[src/rtl/freq_meas_ctrl_if.sv]
// Measurement/display bundle of the frequency-counter controller.
// The controller connects through the slave modport; the driver of sig_in/run
// (top level or bench) connects through the master modport.
interface freq_meas_ctrl_if;
  logic        sig_in;
  logic        run;
  logic        busy;
  logic        valid;
  logic [15:0] bcd_out;
  logic        ovf;
  logic [3:0]  scan_sel;
  logic [3:0]  scan_nib;
  logic        scan_blank;

  modport slave (
    input  sig_in,
    input  run,
    output busy,
    output valid,
    output bcd_out,
    output ovf,
    output scan_sel,
    output scan_nib,
    output scan_blank
  );

  modport master (
    output sig_in,
    output run,
    input  busy,
    input  valid,
    input  bcd_out,
    input  ovf,
    input  scan_sel,
    input  scan_nib,
    input  scan_blank
  );
endinterface

[src/rtl/freq_meas_ctrl.sv]
// Gated frequency measurement controller with a 4-digit BCD pulse counter
// and a time-multiplexed digit scan for one shared 7-segment decoder.
// Sequence: IDLE -> CLEAR -> GATE (GATE_CYCLES) -> LATCH -> HOLD (HOLD_CYCLES).
// Optional build macro LEADING_ZERO_BLANK_EN: blank leading zero digits
// (digit0 never, nothing while ovf=1). Without it scan_blank is tied 0.
module freq_meas_ctrl #(
  parameter int GATE_CYCLES = 50000000,
  parameter int HOLD_CYCLES = 5000000,
  parameter int SCAN_DIV    = 50000
) (
  input  logic            clk,
  input  logic            rst,
  freq_meas_ctrl_if.slave bus
);

  localparam int TMR_MAX = (GATE_CYCLES > HOLD_CYCLES) ? GATE_CYCLES : HOLD_CYCLES;
  localparam int TMR_W   = $clog2(TMR_MAX + 1);
  localparam int DIV_W   = (SCAN_DIV > 1) ? $clog2(SCAN_DIV) : 1;

  localparam logic [TMR_W-1:0] GATE_LAST = TMR_W'(GATE_CYCLES - 1);
  localparam logic [TMR_W-1:0] HOLD_LAST = TMR_W'(HOLD_CYCLES - 1);
  localparam logic [DIV_W-1:0] DIV_LAST  = DIV_W'(SCAN_DIV - 1);

  typedef enum logic [2:0] {
    S_IDLE,
    S_CLEAR,
    S_GATE,
    S_LATCH,
    S_HOLD
  } state_t;

  state_t            r_state;
  state_t            w_state_nxt;
  logic [TMR_W-1:0]  r_tmr;
  logic              w_tmr_run;
  logic              w_clear;
  logic              w_count_en;
  logic              w_latch;
  logic              w_busy;

  logic              r_s1;
  logic              r_s2;
  logic              r_s3;
  logic              w_edge;

  logic [15:0]       r_cnt;
  logic              r_ovf_int;
  logic [15:0]       r_bcd_out;
  logic              r_ovf;
  logic              r_valid;

  logic [DIV_W-1:0]  r_div;
  logic [1:0]        r_idx;
  logic [3:0]        r_scan_sel;
  logic [3:0]        r_scan_nib;
  logic              r_scan_blank;
  logic [3:0]        w_lz;

  // Decimal increment with per-digit carry; 9 wraps to 0 and carries up.
  function automatic logic [15:0] bcd_inc(input logic [15:0] v);
    logic [15:0] r;
    logic        c;
    r = v;
    c = 1'b1;
    for (int i = 0; i < 4; i++) begin
      if (c) begin
        if (r[i*4 +: 4] == 4'd9) begin
          r[i*4 +: 4] = 4'd0;
        end else begin
          r[i*4 +: 4] = r[i*4 +: 4] + 4'd1;
          c = 1'b0;
        end
      end
    end
    return r;
  endfunction

  // Input synchronizer plus one delay flop for rising-edge detection.
  always_ff @(posedge clk or negedge rst) begin
    if (!rst) begin
      r_s1 <= 1'b0;
      r_s2 <= 1'b0;
      r_s3 <= 1'b0;
    end else begin
      r_s1 <= bus.sig_in;
      r_s2 <= r_s1;
      r_s3 <= r_s2;
    end
  end

  assign w_edge = r_s2 & ~r_s3;

  // Measurement FSM state register.
  always_ff @(posedge clk or negedge rst) begin
    if (!rst) begin
      r_state <= S_IDLE;
    end else begin
      r_state <= w_state_nxt;
    end
  end

  // Next-state and control decode; run is looked at only in IDLE and on the
  // last HOLD cycle, so dropping run mid-cycle still completes the latch.
  always_comb begin
    w_state_nxt = r_state;
    w_tmr_run   = 1'b0;
    w_clear     = 1'b0;
    w_count_en  = 1'b0;
    w_latch     = 1'b0;
    w_busy      = 1'b1;
    case (r_state)
      S_IDLE: begin
        w_busy = 1'b0;
        if (bus.run) w_state_nxt = S_CLEAR;
      end
      S_CLEAR: begin
        w_clear     = 1'b1;
        w_state_nxt = S_GATE;
      end
      S_GATE: begin
        w_tmr_run  = 1'b1;
        w_count_en = 1'b1;
        if (r_tmr == GATE_LAST) w_state_nxt = S_LATCH;
      end
      S_LATCH: begin
        w_latch     = 1'b1;
        w_state_nxt = S_HOLD;
      end
      S_HOLD: begin
        w_tmr_run = 1'b1;
        if (r_tmr == HOLD_LAST) w_state_nxt = bus.run ? S_CLEAR : S_IDLE;
      end
      default: begin
        w_busy      = 1'b0;
        w_state_nxt = S_IDLE;
      end
    endcase
  end

  // Window timer: restarts from 0 on every state change, counts in GATE/HOLD.
  always_ff @(posedge clk or negedge rst) begin
    if (!rst) begin
      r_tmr <= '0;
    end else if (w_state_nxt != r_state) begin
      r_tmr <= '0;
    end else if (w_tmr_run) begin
      r_tmr <= r_tmr + TMR_W'(1);
    end
  end

  // BCD pulse counter; saturates at 9999 and flags the overflow stickily.
  always_ff @(posedge clk or negedge rst) begin
    if (!rst) begin
      r_cnt     <= 16'h0000;
      r_ovf_int <= 1'b0;
    end else if (w_clear) begin
      r_cnt     <= 16'h0000;
      r_ovf_int <= 1'b0;
    end else if (w_count_en && w_edge) begin
      if (r_cnt == 16'h9999) begin
        r_ovf_int <= 1'b1;
      end else begin
        r_cnt <= bcd_inc(r_cnt);
      end
    end
  end

  // Result latch; valid rises in the same cycle the new bcd_out/ovf appear.
  always_ff @(posedge clk or negedge rst) begin
    if (!rst) begin
      r_bcd_out <= 16'h0000;
      r_ovf     <= 1'b0;
      r_valid   <= 1'b0;
    end else begin
      r_valid <= w_latch;
      if (w_latch) begin
        r_bcd_out <= r_cnt;
        r_ovf     <= r_ovf_int;
      end
    end
  end

  // Free-running scan divider and digit index, independent of the FSM.
  always_ff @(posedge clk or negedge rst) begin
    if (!rst) begin
      r_div <= '0;
      r_idx <= 2'd0;
    end else if (r_div == DIV_LAST) begin
      r_div <= '0;
      r_idx <= r_idx + 2'd1;
    end else begin
      r_div <= r_div + DIV_W'(1);
    end
  end

`ifdef LEADING_ZERO_BLANK_EN
  // Leading-zero mask: a digit blanks when it and all higher digits are 0.
  always_comb begin
    w_lz    = 4'b0000;
    w_lz[3] = !r_ovf && (r_bcd_out[15:12] == 4'd0);
    w_lz[2] = !r_ovf && (r_bcd_out[15:8]  == 8'd0);
    w_lz[1] = !r_ovf && (r_bcd_out[15:4]  == 12'd0);
  end
`else
  assign w_lz = 4'b0000;
`endif

  // Registered digit select, nibble and blank so all three change together.
  always_ff @(posedge clk or negedge rst) begin
    if (!rst) begin
      r_scan_sel   <= 4'b1110;
      r_scan_nib   <= 4'd0;
      r_scan_blank <= 1'b0;
    end else begin
      r_scan_sel   <= ~(4'b0001 << r_idx);
      r_scan_nib   <= r_bcd_out[{r_idx, 2'b00} +: 4];
      r_scan_blank <= w_lz[r_idx];
    end
  end

  assign bus.busy       = w_busy;
  assign bus.valid      = r_valid;
  assign bus.bcd_out    = r_bcd_out;
  assign bus.ovf        = r_ovf;
  assign bus.scan_sel   = r_scan_sel;
  assign bus.scan_nib   = r_scan_nib;
  assign bus.scan_blank = r_scan_blank;

endmodule

[src/flat_wrapper.sv]
// flat-port wrapper written by rule: the top's interface ports become plain ports
module freq_meas_ctrl_flat 
#(
  parameter int GATE_CYCLES = 50000000,
  parameter int HOLD_CYCLES = 5000000,
  parameter int SCAN_DIV    = 50000
)
  (clk, rst, bus_sig_in, bus_run, bus_busy, bus_valid, bus_bcd_out, bus_ovf, bus_scan_sel, bus_scan_nib, bus_scan_blank);
  freq_meas_ctrl_if bus_i ();
  input  logic clk;
  input  logic rst;
  input wire logic [$bits(bus_i.sig_in)-1:0] bus_sig_in;
  input wire logic [$bits(bus_i.run)-1:0] bus_run;
  output wire logic [$bits(bus_i.busy)-1:0] bus_busy;
  output wire logic [$bits(bus_i.valid)-1:0] bus_valid;
  output wire logic [$bits(bus_i.bcd_out)-1:0] bus_bcd_out;
  output wire logic [$bits(bus_i.ovf)-1:0] bus_ovf;
  output wire logic [$bits(bus_i.scan_sel)-1:0] bus_scan_sel;
  output wire logic [$bits(bus_i.scan_nib)-1:0] bus_scan_nib;
  output wire logic [$bits(bus_i.scan_blank)-1:0] bus_scan_blank;
  assign bus_i.sig_in = bus_sig_in;
  assign bus_i.run = bus_run;
  assign bus_busy = bus_i.busy;
  assign bus_valid = bus_i.valid;
  assign bus_bcd_out = bus_i.bcd_out;
  assign bus_ovf = bus_i.ovf;
  assign bus_scan_sel = bus_i.scan_sel;
  assign bus_scan_nib = bus_i.scan_nib;
  assign bus_scan_blank = bus_i.scan_blank;
  freq_meas_ctrl #(.GATE_CYCLES(GATE_CYCLES), .HOLD_CYCLES(HOLD_CYCLES), .SCAN_DIV(SCAN_DIV)) u_core (.clk(clk), .rst(rst), .bus(bus_i));
endmodule
[config.mk]
export PLATFORM = sky130hd
export DESIGN_NAME = freq_meas_ctrl_flat
export DESIGN_NICKNAME = d
export VERILOG_FILES = /design/src/rtl/freq_meas_ctrl_if.sv /design/src/rtl/freq_meas_ctrl.sv /design/src/flat_wrapper.sv
export SDC_FILE = /design/constraint.sdc
export NUM_CORES = 1
export LEC_CHECK = 0
export BUFFER_PORTS_ARGS = -buffer_cell sky130_fd_sc_hd__clkbuf_2
export CORE_MARGIN = 2
export CORE_UTILIZATION = 45
export CTS_CLUSTER_DIAMETER = 150
export DETAILED_ROUTE_END_ITERATION = 6
export SLEW_MARGIN = 20
export SYNTH_ARGS = -nofsm -noshare
export SYNTH_HDL_FRONTEND = slang
export SYNTH_SLANG_ARGS = --single-unit
[constraint.sdc]
create_clock -name clk -period 5.5 [get_ports clk]
set_input_delay 1.1 -clock clk [delete_from_list [all_inputs] [get_ports clk]]
set_output_delay 1.1 -clock clk [all_outputs]
set_load 0.02 [all_outputs]
==> impl_metrics.toml <==
[logic_synthesis]
syn-num-nets = 443
post_synth_main_area_contributors = "dfrtp_1, xor2_1, nor2_1"
compound_gate_portion_of_the_synthesized_area_pct = 6.195
synth-simple-area-share_pct = 22.70
postSynthCellCount = 425
synthMuxAreaShare_pct = 4.701
synth.lib_cells_used.distinct = 53
syn_avg_cell_area_sq_um = 10.65
synth-edff-count = 0
synth_adder_area_share_pct = 3.872
synth.yosys.seq_area_share_pct = 51.52
postSynth.topFlopCell = "dfrtp_1"
synth-async-reset-ratio_pct = 100.0
synth.cell_area_sq_mm = 0.004524
combinational_family_with_the_most_area_after_synthesis = "simple AND/OR/NAND/NOR gates"
synth_area_leader_cell = "dfrtp_1"
postSynthRegisterBits = 93
yosysTopAreaCellShare_pct = 49.78
synth_xor_area_share_pct = 7.743
synth_warnings = 0

[clock_network]
cts.reportedPaths.clkPinSlew_ns = 0.09
cts_sinks = 93
cts_made_buffers = 9
cts-root-buf = "clkbuf_8"
postCtsHoldBufs = 0
clock_insertion_delay_worst_skew_ns = 0.36
cts.path.max_buffers = 2
number_of_levels_the_h_tree_was_split_into = 3
post-cts-setup-buffer-count = 0
tritoncts = "yes"
cts_resized = 0

[finish]
antenna_cells = 0
most-common-layout-cells = "dfrtp_1, nor2_1, nand2_1, clkbuf_2, xor2_1"
final_nets = 473
fillerInstances = 899
mostFrequentLayoutCell = "dfrtp_1"
area.growth.synth_to_final_pct = 10.37
finish.utilization_pct = 51.09
drive_above_1_share_pct = 15.43

[setup_path]
cp-start-kind = "flip-flop"
largest_fanout_on_the_critical_path = 25
worstSetupPathType = "reg2out"
worst_path_required_ns = 4.40
worst_ep_arrival_time_ns = 1.63
crit_path_cell_trace = "xnor2_1, clkbuf_2"
critical-path-slowest-cell = "dfrtp_1"
path_delay_family = "flip-flops"
critPathMaxStageDelay_ns = 0.85
crit_path_end_kind = "output pin"
crit_buf_inv = 1

[die]
initial_utilization_pct = 46.29
rows = 36
die_y_microns = 104.3
die_width_microns = 104.3
floorplan.core_area_sq_mm = 0.009774
number_of_placed_i_o_pins = 32
floorplan.die_area_sq_mm = 0.01087

[sta]
setup_violations = 0
fin_crit_ns = 2.734
timing.slew.headroom_pct = 33.85
final.period_utilization_pct = 49.70
hold_viol_final = 0
max_slew.worst_pin.slew_ns = 0.9923
max_freq_mhz = 365.8
final.setup.tns_ns = 0
final.setup_skew_ns = 0.01043
final_slew_violations = 0
grt_setup_unrepaired = "false"

[global_routing]
number_of_global_route_vias_before_repair = 3258
maximum_number_of_pins_on_one_net_before_global_route_repair = 55
number_of_antenna_violations_at_the_first_check_in_global_routing = 0
grt_pass1_wl_mm = 15.84
grt_util_all_layers_pct = 17.70
overflow = 0

[flow_run]
cap_viol_max_count = 0

[drt]
drt_drc = 0
detail_route.vias_per_cell = 5.356
avg_wl_per_cell_microns = 14.66
dr_total_vias = 3176
routed_wl_mm = 8.691
route.antenna.remaining_nets = 0
first_iter_violations = 202
detail_route.first_pass.iterations = 4

[power]
netSwitchingFraction_pct = 33.10
total_power_mw = 1.626
pwr-share-clk_pct = 31.2
p_int_mw = 1.088
seq_power_share_pct = 48.9
comb_power_share_pct = 20.0
vdd.ir_drop.worst_v = 0.0001999
power.leakage_nw = 2.280
p_switching_mw = 0.5382
power.density_cell_area_mw_per_mm2 = 325.6

[placed_design]
dp.final_hpwl_mm = 6.086
globalplace.congestion = 0.8200
port_buffers = 30

[min_path]
min_delay_worst_type = "reg2reg"

[status]
run_status = "complete, no violations"
registers in the layout, summed over array words and instances, names as in the netlist:
signal and count:
u_core.bus.bcd_out 16, u_core.bus.ovf 1, u_core.bus.scan_nib 4, u_core.bus.scan_sel 4, u_core.bus.valid 1, u_core.r_cnt 16
u_core.r_div 16, u_core.r_idx 2, u_core.r_ovf_int 1, u_core.r_s1 1, u_core.r_s2 1, u_core.r_s3 1
u_core.r_state 3, u_core.r_tmr 26
synth_stat cells (3+ instances only):
cell type / number
xnor2_1: 16
mux4_2: 4
nand3_1: 23
and3b_1: 4
nand4_1: 18
nand4b_1: 3
xor2_1: 24
mux2_2: 10
inv_1: 13
clkbuf_1: 5
o21ai_0: 19
nor3b_1: 3
nand2b_1: 4
nand2_1: 38
and3_1: 6
nor2_1: 50
nand3b_1: 6
nor2b_1: 3
nor4_1: 5
ha_1: 14
nor3_1: 7
a21oi_1: 10
and4_1: 4
dfrtp_1: 90
dfstp_2: 3
or3_1: 4
final timing paths:
| kind | from | endpoint | slack, ns | cells past startpoint |
|---|---|---|---|---|
| setup / recovery | u_core.r_state[2] | bus_busy | 2.77 | 2 |
| setup reg to reg | u_core.r_tmr[9] | u_core.r_tmr[8] | 2.83 | 5 |
| max in group asynchronous | rst | u_core.r_tmr[21] | 3.75 | 2 |
| hold / removal | u_core.r_s1 | u_core.r_s2 | 0.35 | 0 |
| min in group asynchronous | rst | u_core.bus.bcd_out[15] | 0.69 | 1 |
| hold reg to reg | u_core.r_s1 | u_core.r_s2 | 0.35 | 0 |
layer usage:
layer / routed length [microns] / part of all wire, % / GRT usage, % / vias up
met5: 0 / 0 / 0 / -
met4: 95 / 1.1 / 5.019 / 0
met3: 230 / 2.6 / 3.947 / 10
met2: 3933 / 45 / 27.31 / 37
met1: 4431 / 51 / 25.12 / 1569
li1: - / - / - / 1560
final cells by class:
class	instances	area, sq um	area share [%]
inverter	13	48.80	0.9772
timing repair buffer	31	160.2	3.207
multi-input combinational	307	2064	41.34
clock inverter	6	95.09	1.904
clock buffer	10	127.6	2.556
sequential	93	2331	46.68
tap	133	166.4	3.333
power by group through the flow:
stage	registers, mW	logic [mW]	clock network [mW]
2_1_floorplan	0.784	0.313	0
3_3_place_gp	0.807	0.325	0
3_5_place_dp	0.807	0.328	0
4_1_cts	0.794	0.329	0.529
5_1_grt	0.805	0.366	0.553
6_report	0.794	0.324	0.507
worst reg2reg max path: stages (launching register included):
cell and delay, ns:
dfrtp_1 0.45, or3b_1 0.38, or4_1 0.43, o31ai_2 0.31, o31a_1 0.82, nor2_1 0.14
cell families after synthesis:
family | count (synthesis)
buffers and inverters | 25
XOR/XNOR | 40
multiplexers | 15
flip-flops | 93
AND/OR/NAND/NOR | 192
AO/OA/AOI/OAI | 45
other | 1
adder cells (fa/ha/maj) | 14
through the flow:
stage	setup slack [ns]	cell area, sq um	hold WS, ns	std cells
3_3_place_gp	2.860	4762	0.3335	577
2_1_floorplan	3.173	4524	0.3312	425
5_1_grt	2.582	4994	0.3780	593
3_5_place_dp	2.793	4762	0.3356	577
4_1_cts	2.784	4985	0.3562	593
6_report	2.767	4994	0.3521	593
Note: power is estimated with default switching activity, not from simulation.
